===== src/rtl/uart_baud_pkg.sv =====
// Shared constants for the UART baud-rate tick generator.
package uart_baud_pkg;

  localparam int unsigned DEF_DIV_W      = 16;
  localparam int unsigned DEF_OVERSAMPLE = 16;
  localparam int unsigned OS_W           = $clog2(DEF_OVERSAMPLE);
  localparam int unsigned BAUD_DIV_MIN   = 1;

endpackage


===== src/rtl/uart_baud_tick_gen_div_counter.sv =====
// Cycle counter with >= terminal compare against the effective divisor.
module baud_div_counter
  import uart_baud_pkg::*;
#(
  parameter int unsigned DIV_W = DEF_DIV_W
) (
  input  logic             clk,
  input  logic             rst,
  input  logic             clr,
  input  logic [DIV_W-1:0] baud_div,
  output logic [DIV_W-1:0] div_count,
  output logic             terminal_c
);

  logic [DIV_W-1:0] r_count;
  logic [DIV_W-1:0] w_eff_div;
  logic [DIV_W-1:0] w_last;

  // Divisors below the minimum collapse to one clock per period.
  assign w_eff_div  = (baud_div <= DIV_W'(BAUD_DIV_MIN)) ? DIV_W'(BAUD_DIV_MIN) : baud_div;
  assign w_last     = w_eff_div - DIV_W'(1);
  assign terminal_c = (r_count >= w_last);

  always_ff @(posedge clk) begin
    if (rst || clr || terminal_c) begin
      r_count <= '0;
    end else begin
      r_count <= r_count + DIV_W'(1);
    end
  end

  assign div_count = r_count;

endmodule


===== src/rtl/uart_baud_tick_gen.sv =====
// Baud tick generator: 16x oversample tick every baud_div clocks, 1x tick every OVERSAMPLE-th.
// Optional BAUD_RESYNC_EN adds a resync input that realigns both counters like a reset.
module uart_baud_tick_gen
  import uart_baud_pkg::*;
#(
  parameter int unsigned DIV_W      = DEF_DIV_W,
  parameter int unsigned OVERSAMPLE = DEF_OVERSAMPLE
) (
  input  logic             clk,
  input  logic             rst,
  input  logic [DIV_W-1:0] baud_div,
  output logic             baud_tick_16x,
  output logic             baud_tick_1x,
  output logic [DIV_W-1:0] div_count
`ifdef BAUD_RESYNC_EN
  ,
  input  logic             resync
`endif
);

  localparam int unsigned OS_CNT_W = $clog2(OVERSAMPLE);

  logic                r_tick_16x;
  logic                r_tick_1x;
  logic [OS_CNT_W-1:0] r_os_count;
  logic                w_terminal;
  logic                w_resync;
  logic                w_os_last;

`ifdef BAUD_RESYNC_EN
  assign w_resync = resync;
`else
  assign w_resync = 1'b0;
`endif

  baud_div_counter #(
    .DIV_W (DIV_W)
  ) u_div_counter (
    .clk        (clk),
    .rst        (rst),
    .clr        (w_resync),
    .baud_div   (baud_div),
    .div_count  (div_count),
    .terminal_c (w_terminal)
  );

  assign w_os_last = (r_os_count == OS_CNT_W'(OVERSAMPLE - 1));

  // Oversample counter and registered tick stage; resync behaves as a local reset.
  always_ff @(posedge clk) begin
    if (rst || w_resync) begin
      r_os_count <= '0;
      r_tick_16x <= 1'b0;
      r_tick_1x  <= 1'b0;
    end else begin
      r_tick_16x <= w_terminal;
      r_tick_1x  <= w_terminal && w_os_last;
      if (w_terminal) begin
        r_os_count <= r_os_count + OS_CNT_W'(1);
      end
    end
  end

  assign baud_tick_16x = r_tick_16x;
  assign baud_tick_1x  = r_tick_1x;

endmodule


===== config.mk =====
export PLATFORM = sky130hd
export DESIGN_NAME = uart_baud_tick_gen
export DESIGN_NICKNAME = d
export VERILOG_FILES = /design/src/rtl/uart_baud_pkg.sv /design/src/rtl/uart_baud_tick_gen_div_counter.sv /design/src/rtl/uart_baud_tick_gen.sv
export SDC_FILE = /design/constraint.sdc
export NUM_CORES = 1
export LEC_CHECK = 0
export CAP_MARGIN = 20
export CORE_MARGIN = 3
export CORE_UTILIZATION = 45
export CTS_BUF_LIST = sky130_fd_sc_hd__clkbuf_8
export CTS_CLUSTER_SIZE = 24
export DETAILED_ROUTE_END_ITERATION = 10
export PLACE_DENSITY = 0.72
export SETUP_SLACK_MARGIN = 0.2
export SLEW_MARGIN = 20
export SYNTH_ARGS = -nofsm -noshare
export SYNTH_HDL_FRONTEND = slang
export SYNTH_HIERARCHICAL = 1
export SYNTH_SLANG_ARGS = --single-unit

===== constraint.sdc =====
create_clock -name clk -period 5.3 [get_ports clk]
set_input_delay 1.325 -clock clk [delete_from_list [all_inputs] [get_ports clk]]
set_output_delay 1.325 -clock clk [all_outputs]
set_load 0.02 [all_outputs]

### After elaboration in Yosys (flattened, before gate mapping)

Cells that the tools add are included.
Widths: inputs -> output; s select.

| operators by class | value |
|---|---|
| $add $sub $neg | 3 |
| multiply operators | 0 |
| divide/modulo/power cells | 0 |
| order comparisons | 2 |
| equality and inequality tests | 1 |
| shift operators | 0 |
| muxes and demuxes | 1 |
| bitwise operators | 0 |
| reduce and logical (&&, ||, !) cells | 2 |

Operators with widths:

| cell | count |
|---|---|
| $add 16x1->16 const B | 1 |
| $ge 16x16->1 | 1 |
| $le 16x1->1 const B | 1 |
| $mux 16 | 1 |
| $sub 16x1->16 const B | 1 |
| $add 4x1->4 const B | 1 |
| $eq 4x4->1 const B | 1 |
| $logic_and 1x1->1 | 1 |
| $logic_or 1x1->1 | 1 |

| word-level totals | value |
|---|---|
| flip-flop bits (word level) | 22 |
| latch bits | 0 |
| memory bits (writable) | 0 |
| ROM bits | 0 |
| output and inout bits | 18 |
| logic and storage cells | 13 |
| memories | 0 |

### Depth between registers and ports, before layout

Gate-level depths: netlist of the first run.

| depth | value |
|---|---|
| depth after elaboration | 5 |
| mapped depth | 16 |
| mapped depth without buffers | 15 |

### Modules after synthesis

Netlist of the first run, hierarchy kept.

Modules (own cells, without submodules):

| module | instances | cells each | area an instance (µm²) | sequential area each (µm²) |
|---|---|---|---|---|
| baud_div_counter | 1 | 158 | 1265.0 | 320.3 |
| uart_baud_tick_gen | 1 | 22 | 261.5 | 120.1 |

### Worst setup path after synthesis of the first run

No wires, ideal clock.

| path | value |
|---|---|
| path type | input to register |
| from | in baud_div[7] |
| to | reg r_os_count[3] |
| arrival | 4318 ps |
| required time | 5179 ps |
| path slack | 860 ps |
| stages | 16 |
| path buffers | 1 |
| path through | or4_4 or4_4 nor2_4 nor2_1 ha_1 nand3_1 nor4_1 xnor2_1 ha_1 nand4_1 nor3_1 o31ai_1 nand3b_1 buf_6 nand4_4 mux2_4 |

| between the ends | value |
|---|---|
| cells in the longest elaborated chain, start to end | 4 |

Ends and longest elaborated chain:

| element | line | source |
|---|---|---|
| start, declared | uart_baud_tick_gen.sv:11 | `input logic [DIV_W-1:0] baud_div,` |
| $le 16x1->1 | uart_baud_tick_gen_div_counter.sv:20 | `assign w_eff_div = (baud_div <= DIV_W'(BAUD_DIV_MIN)) ? DIV_W'(BAUD_DIV_MIN) : baud_div;` |
| $mux 16 * | uart_baud_tick_gen_div_counter.sv:20 |  |
| $sub 16x1->16 * | uart_baud_tick_gen_div_counter.sv:21 | `assign w_last = w_eff_div - DIV_W'(1);` |
| $ge 16x16->1 * | uart_baud_tick_gen_div_counter.sv:22 | `assign terminal_c = (r_count >= w_last);` |
| net w_terminal | uart_baud_tick_gen.sv:26 | `logic w_terminal;` |
| end signal, assigned | uart_baud_tick_gen.sv:59 | `r_os_count <= r_os_count + OS_CNT_W'(1);` |
| end, declared | uart_baud_tick_gen.sv:25 | `logic [OS_CNT_W-1:0] r_os_count;` |

The timed path passes the listed nets; every way through them passes the cells marked *.
A chain may end at the register's enable or synchronous reset.

### Worst setup path after layout of the first run

Ends and elaborated chain as after synthesis.

==> results list, run 1 <==
* Layout-stage area growth over the synthesis result: 31.5%
- The floorplan has 20 rows.
- Clock-pin slew was measured on the worst setup and hold paths at 0.08 ns.
- Register cell area after layout: between 400 and 500 um2
- Final Skew: 0.00236 ns
- Once the floorplan was initialized, standard cells occupied 48.4% of the core.
* Number of buffer and inverter stages on the critical path: 1
- In this run the horizontal extent of the chip is 64.2 um.
* Count of max-cap constraint violations: 0
- Detailed-route wire length per cell: around 14 um
- The post-route netlist has 6.79% of its cells at a drive strength greater than 1.
- The core region is between 0.003 and 0.004 mm2.
* Endpoint kind of the worst setup timing path: flip-flop
* Worst-path cell chain: clkdlybuf4s50_1 > or4_4 > or4_4 > nor2_4 > nor2_1 > ha_1 > nand3_2 > nor4_1 > xnor2_1 > ha_1 > nand4_1 > a31oi_1 > o21bai_1 > nand3b_1 > nand4_4 > mux2_4
* Startpoint-to-endpoint class of the critical path: in2reg
- Final net count: approximately 260
- For this run, the leading register cell type out of synthesis is sky130_fd_sc_hd__dfxtp_1.
* CTS H-tree lvls: 1
* Synthesized Nets: 217
- Initial DRC count: 121
* Weighted congestion at the end of routability-driven global placement: 0.762
- Final Max Slew Viols: 0
- After layout, the worst path uses between 90% and 100% of the clock period.
- The tree is rooted in a sky130_fd_sc_hd__clkbuf_8.
- Among all cell types in the netlist, the one instantiated most often is sky130_fd_sc_hd__nor2_1.
- Drt pass-1 iters: 4
- Total length of routed wires: between 3000 and 4000 um
* Total Routing Usage GR: 17.7%
- Setup repair after global routing left no endpoint under its margin.
* I/O pin total: 36
* Number of buffers created by CTS: 3
- Share of async-settable or async-resettable flops after synthesis: 0%
- At the worst endpoint, the arrival time is 5.06 ns.
- Synth top area cells: sky130_fd_sc_hd__dfxtp_1, sky130_fd_sc_hd__ha_1, sky130_fd_sc_hd__xnor2_1
* Highest achievable clock rate: 0.204 GHz
- Headroom to the max-slew limit: 61.1%
* Antenna Cells: 0
- Averaged over all synthesized cells, the footprint is around 8.5 um2.
- The via count of the first global-routing pass was between 1,000 and 1,500.
- Final-report setup violation count: 0
- STA puts the critical path data required time at 5.46 ns.
* CTS tree: yes
* Top-area cell type share of the netlist area: 28.9%
- Kind of cell with the highest combined delay on the critical path: simple AND/OR/NAND/NOR gates
* DRC violations left: 0
* Share of the core filled with cells in the final layout: 63.7%
- In this run, synthesis produced a sequential element count of 22.
- Share of synthesized area occupied by flip-flops and latches: 28.9%
- Dividing the detail-routed via count by the number of cells gives 5.46.
- Of all cell types, the one taking the most synthesized area is sky130_fd_sc_hd__dfxtp_1.
- Dividing total power by cell area gives a power density of 167 mW/mm2.
- Counting the fill cells in the layout gives 286.
- Final sum of negative setup slack: 0 ns
* Insertion delay of the later-clocked pin in the worst-skew pair: between 0.2 and 0.3 ns
- Entering global routing, the biggest net connects 17 pins.
- Transition time at the pin with the least slew margin: 0.579 ns
- The worst hold path belongs to the class reg2reg.
- Final critical path time including I/O delays and setup: 4.90 ns
* CP Launch Type: primary input
- Grt total ovfl: 0
- Leakage Power: 0.769 nW
- Slowest cell on the critical path: sky130_fd_sc_hd__or4_4
- Along the worst path, the maximum fanout reaches 5.
* Hold Vio Cnt, Final: 0
* Most frequent cells after synthesis: sky130_fd_sc_hd__nor2_1, sky130_fd_sc_hd__dfxtp_1, sky130_fd_sc_hd__ha_1
* Vertical die dimension: 64.2 um
- The synthesized netlist occupies a cell area of 0.00153 mm2.
- Run status: finished clean
- Initial antenna violation count: 0
* Count of antenna-violating nets left after detailed routing: 0
- Maximum buffer depth of the clock tree: 2
* Area of combinational cells with multiple inputs: about 0.0011 mm2
- First-pass GRT wire length: 5950 um
* Longest individual stage delay on the worst path: between 0.5 and 0.6 ns
- Total of buffers placed on input and output ports: 35
- Counting flops with a built-in enable in the synthesized netlist gives 0.
* Estimated wirelength of the detail-placed design: 2970 um
* Hold-fix buffer count after cts: 0
* Sink Count: 22
* Peak ir drop on the vdd network: 0.137 mV
- Yosys warnings: 6
- After synthesis, the netlist uses 33 different library cells.
- Cell count after synthesis: 180
- The die covers 0.00413 mm2.
- The routed layout has 1,446 vias.
==> sequential cells by signal, summed over array words and instances, names as in the netlist <==
register / flops
baud_tick_1x: 1
r_os_count: 4
baud_tick_16x: 1
u_div_counter/div_count: 16
==> metrics by stage <==
step / instances / setup slack (ns) / hold slack [ns] / power (mW) / cell area [um2]
floorplan: 180 / 0.860 / 0.475 / 0.193 / 1530
global placement: 259 / 0.157 / 0.464 / 0.216 / 1930
detailed placement: 259 / 0.0292 / 0.476 / 0.218 / 1930
CTS: 263 / 0.312 / 0.494 / 0.337 / 1990
global route: 265 / 0.214 / 0.517 / 0.347 / 2010
finish: 265 / 0.397 / 0.485 / 0.335 / 2010
==> layout by cell type (no fill, tap or decap), types with 7 or more instances in the layout <==
master and count:
sky130_fd_sc_hd__ha_1 19, sky130_fd_sc_hd__nand2_1 7, sky130_fd_sc_hd__xnor2_1 16, sky130_fd_sc_hd__dfxtp_1 22
sky130_fd_sc_hd__nor2_1 33, sky130_fd_sc_hd__nand3_1 11, sky130_fd_sc_hd__nand4_1 8, sky130_fd_sc_hd__clkdlybuf4s50_1 35
sky130_fd_sc_hd__nor3_1 10, sky130_fd_sc_hd__xor2_1 10, sky130_fd_sc_hd__a21oi_1 8
==> routing by layer <==
layer	track usage, %	part of all wire, %
met5	0	0
met1	20.5	41
met3	3.34	5.8
met2	34.0	53
met4	2.37	0.79
==> repair_timing <==
item	4_1_cts	5_1_grt
setup endpoints to repair	0	2
buffers inserted	0	2
gates resized for setup	0	1
hold endpoints to repair	0	0
==> worst paths after layout <==
kind | startpoint | endpoint | slack (ns) | depth (start not counted)
hold / removal | u_div_counter/div_count[0] | u_div_counter/div_count[0] | 0.48 | 1
setup / recovery | baud_div[7] | r_os_count[3] | 0.40 | 16
setup reg to reg | u_div_counter/div_count[2] | baud_tick_1x | 3.17 | 7
hold reg to reg | u_div_counter/div_count[0] | u_div_counter/div_count[0] | 0.48 | 1
==> where the power goes <==
group,switching [mW],internal (mW)
Combinational,0.0233,0.0247
Clock,0.0543,0.0663
Sequential,0.000913,0.166
Total,0.0785,0.257
==> logic make-up (layout without fill, tap and decap cells) <==
group,after synthesis,count (layout),synth area share [%]
AO/OA/AOI/OAI,17,17,6.89
XOR/XNOR,26,26,14.9
adder cells (fa/ha/maj),19,19,15.6
buffers and inverters,6,47,1.97
flip-flops,22,22,28.9
multiplexers,2,2,1.64
other,1,1,0.246
AND/OR/NAND/NOR,87,87,29.9
==> final cells by class <==
class / instances / share of cell area, %
Clock buffer: 4 / 2.74
Tap cell: 44 / 2.74
Inverter: 4 / 0.748
Timing Repair Buffer: 39 / 19.0
Multi-Input combinational cell: 152 / 52.9
Sequential cell: 22 / 21.9
(Power assumes the default switching activity.)
==> run 2, diff against run 1 <==
ABC_CLOCK_PERIOD_IN_PS = 5300   (was default)
==> results of run 2 <==
Same layout as run 1: the final DEF is identical, and so are final timing and power.
